**src/rtl/fifo_read_ctrl_pkg.sv**
```systemverilog
// Shared definitions for the packet FIFO pointer controllers: FSM encodings,
// default geometry and the binary-to-Gray helper used by both sides.
package fifo_read_ctrl_pkg;

  localparam int DEF_DEPTH  = 3;
  localparam int DEF_PTR_SZ = 2;

  typedef enum logic [1:0] {
    ST_INIT  = 2'd0,
    ST_EMPTY = 2'd1,
    ST_READ  = 2'd2
  } state_t;

  function automatic logic [31:0] bin2gray(input logic [31:0] b);
    return b ^ (b >> 1);
  endfunction

endpackage

```
**src/rtl/fifo_read_ctrl.sv**
```systemverilog
// Read-side pointer controller: tracks empty against the synchronized write
// address, strobes one memory read per accepted request, publishes Gray address.
module fifo_read_ctrl
  import fifo_read_ctrl_pkg::*;
#(
  parameter int DEPTH  = DEF_DEPTH,
  parameter int PTR_SZ = DEF_PTR_SZ
) (
  input  logic              clk,
  input  logic              rst,
  input  logic              rinc,
  input  logic [PTR_SZ-1:0] rq2_waddr,
  output logic              rempty,
  output logic              read_en,
  output logic [PTR_SZ-1:0] raddr,
  output logic [PTR_SZ-1:0] raddr_gray,
  output logic              rvalid
);

  localparam logic [PTR_SZ-1:0] LAST_ADDR = PTR_SZ'(DEPTH - 1);

  state_t            r_state;
  state_t            w_next_state;
  logic [PTR_SZ-1:0] r_raddr;
  logic [PTR_SZ-1:0] r_raddr_gray;
  logic              r_rempty;
  logic              r_rvalid;
  logic              w_read_en;
  logic [PTR_SZ-1:0] w_raddr_next;
  logic [PTR_SZ-1:0] w_raddr_next_gray;

  // Wrap follows DEPTH, so non-power-of-two depths skip the unused codes.
  always_comb begin
    w_read_en         = rinc && (r_state == ST_READ);
    w_raddr_next      = (r_raddr == LAST_ADDR) ? '0 : r_raddr + 1'b1;
    w_raddr_next_gray = PTR_SZ'(bin2gray(32'(w_raddr_next)));
  end

  always_comb begin
    w_next_state = r_state;
    case (r_state)
      ST_INIT:  w_next_state = ST_EMPTY;
      ST_EMPTY: if (rq2_waddr != r_raddr) w_next_state = ST_READ;
      ST_READ: begin
        // Second arm only fires if the writer misbehaves; kept as a safety net.
        if (w_read_en && (w_raddr_next == rq2_waddr))
          w_next_state = ST_EMPTY;
        else if (!w_read_en && (rq2_waddr == r_raddr))
          w_next_state = ST_EMPTY;
      end
      default:  w_next_state = ST_INIT;
    endcase
  end

  always_ff @(posedge clk) begin
    if (!rst) begin
      r_state      <= ST_INIT;
      r_raddr      <= '0;
      r_raddr_gray <= '0;
      r_rempty     <= 1'b1;
      r_rvalid     <= 1'b0;
    end else begin
      r_state  <= w_next_state;
      r_rempty <= (w_next_state != ST_READ);
      r_rvalid <= w_read_en;
      if (w_read_en) begin
        r_raddr      <= w_raddr_next;
        r_raddr_gray <= w_raddr_next_gray;
      end
    end
  end

  assign rempty     = r_rempty;
  assign read_en    = w_read_en;
  assign raddr      = r_raddr;
  assign raddr_gray = r_raddr_gray;
  assign rvalid     = r_rvalid;

endmodule

```
**config.mk**
```make
export PLATFORM = sky130hd
export DESIGN_NAME = fifo_read_ctrl
export DESIGN_NICKNAME = d
export VERILOG_FILES = /design/src/rtl/fifo_read_ctrl_pkg.sv /design/src/rtl/fifo_read_ctrl.sv
export SDC_FILE = /design/constraint.sdc
export NUM_CORES = 1
export LEC_CHECK = 0
export ABC_AREA = 1
export CAP_MARGIN = 20
export CORE_AREA = 2 2 39 41
export DETAILED_ROUTE_END_ITERATION = 8
export DIE_AREA = 0 0 41 43
export PLACE_DENSITY = 0.55
export SETUP_SLACK_MARGIN = 0.5
export SYNTH_ARGS = -nofsm -noshare
export SYNTH_HDL_FRONTEND = slang
export SYNTH_SLANG_ARGS = --single-unit
```
**constraint.sdc**
```tcl
create_clock -name clk -period 2.2 [get_ports clk]
set_input_delay 0.44 -clock clk [delete_from_list [all_inputs] [get_ports clk]]
set_output_delay 0.44 -clock clk [all_outputs]
set_load 0.02 [all_outputs]
```
Yosys cells after proc, flatten, opt, wreduce, memory -nomap -nowiden
Cells that the tools add are included.
{ "totals": {"regBits": 8, "output_inout_bits": 7, "inputBits": 5, "wordCells": 24} }
{ "op_classes": {"reduce_logical": 5, "addsub": 1, "muxes": 5, "n_bitwise": 1, "eq_ne": 7} }
{ "ops": {"columns": ["cell", "n"], "rows": [
  ["$mux 2", 4],
  ["$pmux 2 s3", 1],
  ["$eq 2x2->1", 2],
  ["$eq 2x2->1 const B", 2],
  ["$logic_and 1x1->1", 3],
  ["$add 2x1->2 const B", 1],
  ["$eq 2x1->1 const B", 1],
  ["$logic_not 2->1", 1],
  ["$ne 2x2->1", 1],
  ["$ne 2x2->1 const B", 1],
  ["$xor 2x1->2", 1],
  ["$logic_not 1->1", 1]
]} }

Depth between registers and ports, before layout
Gate-level depths: netlist of the first run.
{ "logic_depth": {"depth_word": 8, "ltp_mapped": 8} }

Least setup slack after synthesis of the first run
No wires, ideal clock.
{ "synth_timing": {"path_kind": "input -> output", "start": "in rinc", "end": "out read_en", "required_ns": 1.760, "path_stages": 2, "arrival_time_ns": 0.702, "slack_ns": 1.058, "cell_sequence": "nand3_4 -> inv_1"} }
{ "synth_via": {"elab_chain_cells": 1} }
{ "synth_rtl": {"columns": ["element", "line_no", "text"], "rows": [
  ["start: declaration", "fifo_read_ctrl.sv:11", "input logic rinc,"],
  ["$logic_and 1x1->1", "fifo_read_ctrl.sv:34", "w_read_en = rinc && (r_state == ST_READ);"],
  ["end: declaration", "fifo_read_ctrl.sv:14", "output logic read_en,"]
]} }
No other way between the ends.

Final worst setup path of the first run
{ "layout_timing": {"start": "reg r_raddr_gray[0] (netlist: raddr_gray[0])", "end": "out raddr_gray[0]"} }
{ "layout_lines": {"columns": ["element", "line_no", "text"], "rows": [
  ["start: declaration", "fifo_read_ctrl.sv:25", "logic [PTR_SZ-1:0] r_raddr_gray;"],
  ["start signal: assignment", "fifo_read_ctrl.sv:68", "r_raddr_gray <= w_raddr_next_gray;"],
  ["end: declaration", "fifo_read_ctrl.sv:16", "output logic [PTR_SZ-1:0] raddr_gray,"]
]} }
No word-level cell between the ends.

==> impl_metrics.ini, run 1 <==
[outcome]
status = finished, final reports clean

[logic_synthesis]
syn_nets = 53
synth_seq_cells = 7
synth_cell_type_count = 15
syn-cell-area_um2 = 352
seq_area_frac_synth = 0.399
ys_warn_count = 0
avgSynthCellArea_um2 = 7.32
synthCells = 48

[clocking]
cts_tree = built
clock_latency_ns = 0.25
cts_sinks = 7
root_buffer = clkbuf_4
htreeDepth = 1
post_cts_buffers = 0
cts_buffers = 3
clk_pin_slew_ns = 0.05
cts_max_path_buffers = 2

[grt]
grt_pass1_wl_um = 1160
grtUsageTotal = 0.103
grt_pass1_vias = 306
antenna_found_initial = 0
grt_max_degree = 8
grt_overflow_total = 0

[routing]
first_iter_violations = 3
drtAntennaViolNets = 0
via_per_inst = 4.10
top_layer = met4
met3_length_um = 23
dr.pass1.iters = 2
met2_length_um = 354
drt-total-wl_um = 699
post-route-drc-count = 0
drt-wirelength-per-cell_um = 8.85
vias = 324
drt-met1-wl_um = 309

[worst_setup_path]
slowest_delay_ns = 0.60
arrival_ns = 1.17
cp_max_fo = 2
crit_family = buffers and inverters
required_ns = 1.76
critPathBufInv = 1
endpoint_kind = output port
cp_slowest_cell = clkdlybuf4s50_1
worst-setup-path-type = register to output port
cp_cell_sequence = clkdlybuf4s50_1
start_kind = register

[timing]
finalCriticalPeriod_ns = 1.61
fin_crit_sh = 0.731
finalClockSkew_ns = 0.00140
relSlewSlack = 0.851
maxSlewViolCount = 0
holdWs_ns = 0.454
finalHoldViolCount = 0
tns_ns = 0
worst_pin_slew_ns = 0.223
setup_viol = 0
fmax_mhz = 621
layout_setup_ws_ns = 0.591
rsz0062_at_grt = false

[layout]
fillers = 156
layout_common_cells = nand2_1, inv_1, dfxtp_1
finalNonFillerCells = 79
final_area_um2 = 505
final_common_cell = nand2_1
register_area_um2 = 140
final_core_util = 0.365
synthToLayoutAreaGrowth_pct = 43.8
nets = 69
layout-drive-gt1-share = 0.190
multi_input_area_um2 = 174
antenna_cells = 0

[die]
fp.coreArea_mm2 = 0.00138
die_h_um = 43
pin_count = 12
die_x_um = 41
die_area_mm2 = 0.00176
row_count = 14
start_util = 0.254

[power]
power_mw = 0.335
powerDensity_mw_per_mm2 = 663
p_leak_nw = 0.260
peakVddDrop_mv = 0.300

[placed_design]
place_area_um2 = 482
dp.cells = 75
dp_hpwl_um = 546
gp_congestion = 0.677
pre_cts_ws_ns = 0.0910
io_buffers = 11

[hold_path]
hold_class = register to register

[job]
cap_viol_max_count = 0
synthesized netlist by cell type:
cell	instances	area [um2]
nand3_4	1	17.5
nor2_1	3	11.3
o21ai_1	1	5.00
nand2_2	2	12.5
or2_1	1	6.26
nand2_1	13	48.8
dfxtp_1	7	140
inv_1	8	30.0
buf_4	1	7.51
nor2_2	1	6.26
a211oi_1	1	7.51
a21oi_2	1	8.76
nand3_1	2	10.0
a21oi_1	4	20.0
nand3_2	2	20.0
routing by layer:
layer	GRT usage	vias to the layer above
li1	-	179
met1	0.110	140
met2	0.147	3
met3	0.0157	2
met4	0.120	0
met5	0	-
final cells by class:
type,count,share of cell area
multi-input cells,32,0.344
flip-flops and latches,7,0.277
repair buffers,12,0.228
inverters,8,0.0594
clock buffers,4,0.0520
well taps,16,0.0396
sequential cells by signal, summed over array words and instances, names as in the netlist:
register    count
raddr_gray      1
rvalid          1
rempty          1
r_state         2
raddr           2
final timing paths:
path | startpoint | cells past startpoint | end | slack (ns)
worst min register to register | raddr_gray[0]$_SDFFE_PN0N_ | 2 | raddr_gray[0]$_SDFFE_PN0N_ | 0.45
worst min-delay path | raddr_gray[0]$_SDFFE_PN0N_ | 2 | raddr_gray[0]$_SDFFE_PN0N_ | 0.45
worst max-delay path | raddr_gray[0]$_SDFFE_PN0N_ | 1 | raddr_gray[0] | 0.59
worst max register to register | r_state[0]$_SDFF_PN0_ | 8 | r_state[0]$_SDFF_PN0_ | 1.09
power by group:
group / total [mW] / internal (mW) / leakage (nW) / switching [mW]
combinational: 0.0741 / 0.0328 / 0.188 / 0.0413
clock: 0.116 / 0.0692 / 0.0150 / 0.0472
sequential: 0.145 / 0.138 / 0.0574 / 0.00693
kinds of logic after synthesis:
group,count (synthesis),share of synthesized area
AOI/OAI and AO/OA,7,0.117
buffers and inverters,9,0.107
DFF,7,0.399
and+or+nand+nor,25,0.377
repair_timing:
item / 4_1_cts / 5_1_grt
endpoints found under the setup margin: 3 / 2
gates resized for setup: 6 / 2
hold buffers: 0 / 0
No activity file was read; power rests on OpenSTA's default activity.
==> inputs of run 2 (changes only) <==
clock period = 1.7 ns   (was 2.2 ns; I/O delays follow)
==> impl_metrics.ini, run 2 (synthesis gave the netlist of run 1 again) <==
[worst_setup_path]
crit_family = flip-flops
start_kind = register
worst-setup-path-type = register to output port
endpoint_kind = output port
path_common_cell = inv_2
r2r-end = r_state[0]$_SDFF_PN0_
cp_cell_sequence = inv_2 -> nand3_4 -> inv_2 -> buf_6
required_ns = 1.36
cp_max_fo = 3
r2r_slack_ns = 0.62
ff2ff_path_depth = 8
arrival_ns = 0.86
critPathBufInv = 3
cp_slowest_cell = dfxtp_2
slowest_delay_ns = 0.32
cp-startpoint = r_state[0]$_SDFF_PN0_
r2r-start = r_state[0]$_SDFF_PN0_
endpoint = read_en
crit_cells = 4

[routing]
first_iter_violations = 7
via_per_inst = 4.27
post-route-drc-count = 0
vias = 337
drt-total-wl_um = 709
dr.pass1.iters = 4
drt-wirelength-per-cell_um = 8.97
drtAntennaViolNets = 0

[clocking]
cts_sinks = 7
root_buffer = clkbuf_4
cts_hold_buf = 0
cts_buffers = 3
clk_pin_slew_ns = 0.05
htreeDepth = 1
cts_max_path_buffers = 2
clock_latency_ns = 0.25
cts_tree = built

[power]
p_int_mw = 0.305
power_mw = 0.430
p_leak_nw = 0.235
power_frac_seq = 0.441
power.share.clock = 0.350
peakVddDrop_mv = 0.385
p_switching_mw = 0.124
combPwrFrac = 0.209
powerDensity_mw_per_mm2 = 897
p_sw_frac = 0.289

[layout]
final_core_util = 0.346
final_common_cell = nand2_1
antenna_cells = 0
nets = 69
finalNonFillerCells = 79
synthToLayoutAreaGrowth_pct = 36.3
fillers = 162
layout-drive-gt1-share = 0.365
final_area_um2 = 479
layout_common_cells = nand2_1, inv_1, a21oi_1, buf_2, dfxtp_1

[timing]
finalClockSkew_ns = 0.000847
holdWs_ns = 0.456
fin_crit_sh = 0.708
fmax_mhz = 830
worst_pin_slew_ns = 0.191
finalHoldViolCount = 0
rsz0062_at_grt = true
relSlewSlack = 0.873
maxSlewViolCount = 0
tns_ns = 0
setup_viol = 0
finalCriticalPeriod_ns = 1.20
layout_setup_ws_ns = 0.496

[placed_design]
place_area_um2 = 482
dp.cells = 75
pre_cts_ws_ns = -0.209
io_buffers = 11
gp_congestion = 0.677
dp_hpwl_um = 546

[grt]
grt_pass1_vias = 334
grt_max_degree = 8
grtUsageTotal = 0.109
antenna_found_initial = 0
grt_overflow_total = 0
grt_pass1_wl_um = 1250

[die]
row_count = 14
start_util = 0.254
pin_count = 12
die_h_um = 43
die_area_mm2 = 0.00176
die_x_um = 41
fp.coreArea_mm2 = 0.00138

[outcome]
status = finished, final reports clean

[hold_path]
holdPathStages = 2
hold_class = register to register
worstHoldStart = raddr_gray[0]$_SDFFE_PN0N_

[job]
cap_viol_max_count = 0
## run 2: worst register-to-register path: cells and delay by family (launching register included)
kind                   cells  cell delay [ns]
DFF                        1             0.32
buffers and inverters      2             0.25
and+or+nand+nor            5             0.35
AOI/OAI and AO/OA          1             0.10
## run 2: worst min path at each step
stage	to	slack (ns)
after floorplan	rempty$_SDFF_PN1_	0.42
after global placement	raddr_gray[0]$_SDFFE_PN0N_	0.44
after detailed placement	raddr_gray[0]$_SDFFE_PN0N_	0.44
after CTS	raddr_gray[0]$_SDFFE_PN0N_	0.45
after global routing	raddr_gray[0]$_SDFFE_PN0N_	0.48
final	raddr_gray[0]$_SDFFE_PN0N_	0.46
## run 2: final cells by class
type,instances,area [um2],share of cell area
repair buffers,12,85.1,0.178
multi-input cells,32,174,0.363
inverters,8,30.0,0.0627
clock buffers,4,26.3,0.0548
flip-flops and latches,7,144,0.300
well taps,16,20.0,0.0418
## run 2: repair_timing
| action | CTS | global route |
|---|---|---|
| buffers inserted | 0 | 0 |
| pin swaps | 2 | 0 |
| hold endpoints to repair | 0 | 0 |
| resized for setup | 30 | 6 |
| setup endpoints to repair | 10 | 4 |
| cloned | 0 | 0 |
## run 2: power by group through the flow
stage	registers, mW	logic [mW]	clock network [mW]
2_1_floorplan	0.199	0.0513	0
3_3_place_gp	0.191	0.0988	0
3_5_place_dp	0.191	0.0992	0
4_1_cts	0.189	0.0929	0.161
5_1_grt	0.192	0.0999	0.169
6_report	0.189	0.0900	0.150
## run 2: metal layers
metal | track usage | part of all wire | vias up
met3 | 0.0157 | 0.030 | 2
met4 | 0.120 | 0.013 | 0
li1 | - | - | 179
met5 | 0 | 0 | -
met2 | 0.159 | 0.54 | 3
met1 | 0.117 | 0.42 | 153
==> inputs of run 3 (changes only) <==
PLACE_DENSITY = 0.57   (was 0.55)
clock period = 1.1 ns   (was 1.7 ns; I/O delays follow)
==> impl_metrics.ini, run 3 (synthesis gave the netlist of run 1 again) <==
[die]
die_area_mm2 = 0.00176
start_util = 0.254
fp.coreArea_mm2 = 0.00138
pin_count = 12
row_count = 14
die_h_um = 43
die_x_um = 41

[clocking]
cts_buffers = 3
cts_hold_buf = 0
cts_sinks = 7
htreeDepth = 1
cts_tree = built
cts_max_path_buffers = 2
clock_latency_ns = 0.25
clk_pin_slew_ns = 0.06
root_buffer = clkbuf_4

[placed_design]
gp_congestion = 0.669
io_buffers = 11
dp_hpwl_um = 555

[grt]
antenna_found_initial = 0
grt_pass1_vias = 355
grt_max_degree = 6
grt_pass1_wl_um = 1450
grtUsageTotal = 0.128
grt_overflow_total = 0

[worst_setup_path]
slowest_delay_ns = 0.32
endpoint_kind = output port
arrival_ns = 0.89
start_kind = register
required_ns = 0.88
r2r-end = r_state[0]$_SDFF_PN0_
cp_slowest_cell = dfxtp_2
worst-setup-path-type = register to output port
r2r-start = raddr[1]$_SDFFE_PN0N_
cp_cell_sequence = inv_2 -> nand3_4 -> inv_4 -> buf_6
ff2ff_path_depth = 7
cp_max_fo = 2
cp-startpoint = r_state[0]$_SDFF_PN0_
r2r_slack_ns = 0.02

[power]
p_leak_nw = 0.331
peakVddDrop_mv = 0.595
powerDensity_mw_per_mm2 = 1080

[routing]
post-route-drc-count = 0
dr.pass1.iters = 3
first_iter_violations = 4
via_per_inst = 4.25
drt-wirelength-per-cell_um = 10.2
drtAntennaViolNets = 0
vias = 387
drt-total-wl_um = 924

[layout]
final_common_cell = buf_6
antenna_cells = 0
layout_common_cells = buf_6, nand2_1, nand2_2, buf_4, dfxtp_2
layout-drive-gt1-share = 0.747
synthToLayoutAreaGrowth_pct = 105
final_core_util = 0.521
nets = 81
fillers = 133

[hold_path]
worstHoldStart = raddr_gray[0]$_SDFFE_PN0N_
holdPathStages = 2
hold_class = register to register
hold_end = raddr_gray[0]$_SDFFE_PN0N_

[timing]
setup_viol = 1
worst_pin_slew_ns = 0.186
relSlewSlack = 0.876
rsz0062_at_grt = true
finalClockSkew_ns = 0.00394
fin_crit_sh = 1.00
finalCriticalPeriod_ns = 1.11
maxSlewViolCount = 0
holdWs_ns = 0.465
finalHoldViolCount = 0
layout_setup_ws_ns = -0.00545
fmax_mhz = 905

[outcome]
violations = negative setup slack
status = finished, violations left

[job]
cap_viol_max_count = 0
[run 3: cell types whose count changed in the layout (fill, tap and decap cells not counted), moves of 3 or more]
cell	previous run	this run
nand2_2	2	6
dfxtp_1	4	0
buf_2	4	0
buf_6	1	14
dfxtp_2	3	6
a21oi_1	4	1
buf_4	1	6
nand2_1	13	7
[run 3: layout make-up]
cell class	instances	area [um2]	share of cell area
multi-input cells	32	249	0.345
repair buffers	24	239	0.332
flip-flops and latches	7	151	0.210
clock buffers	4	26.3	0.0365
well taps	16	20.0	0.0278
inverters	8	35.0	0.0486
[run 3: worst max-delay path: cells and delay by family, from the launching register on]
| family | cells | cell delay (ns) |
|---|---|---|
| DFF | 1 | 0.32 |
| buffers and inverters | 3 | 0.23 |
| and+or+nand+nor | 1 | 0.08 |
[run 3: metal layers]
layer / GRT usage / wire, um / share of wire
met2: 0.175 / 486 / 0.53
met1: 0.153 / 380 / 0.41
met4: 0.0600 / 8 / 0.0087
met3: 0.0785 / 49 / 0.053
met5: 0 / 0 / 0
[run 3: how the worst max path moves through the flow]
stage               slack (ns)  cells after the start                     to
floorplan                 0.08                      7  r_state[1]$_SDFF_PN0_
global placement         -0.57                      4                read_en
detailed placement       -0.57                      4                read_en
CTS                     -0.007                      4                read_en
global route             -0.06                      4                read_en
finish                  -0.005                      4                read_en
[run 3: where the power goes]
| group | internal, mW | switching, mW |
|---|---|---|
| Combinational | 0.122 | 0.120 |
| Sequential | 0.278 | 0.0149 |
| Clock | 0.139 | 0.101 |
[run 3: repair_timing]
| action | 4_1_cts | 5_1_grt |
|---|---|---|
| resized for setup | 61 | 13 |
| setup buffers | 3 | 3 |
| endpoints found under the setup margin | 14 | 14 |
| pin swaps | 6 | 13 |
[run 3: per-stage QoR]
stage | area, um2 | power (mW) | std cells | TNS, ns | worst slack (ns)
2_1_floorplan | 372 | 0.393 | 48 | 0 | 0.0768
3_3_place_gp | 547 | 0.477 | 81 | -2.44 | -0.568
3_5_place_dp | 547 | 0.477 | 81 | -2.47 | -0.568
4_1_cts | 658 | 0.756 | 88 | -0.00719 | -0.00719
5_1_grt | 721 | 0.834 | 91 | -0.185 | -0.0619
6_report | 721 | 0.775 | 91 | -0.00545 | -0.00545
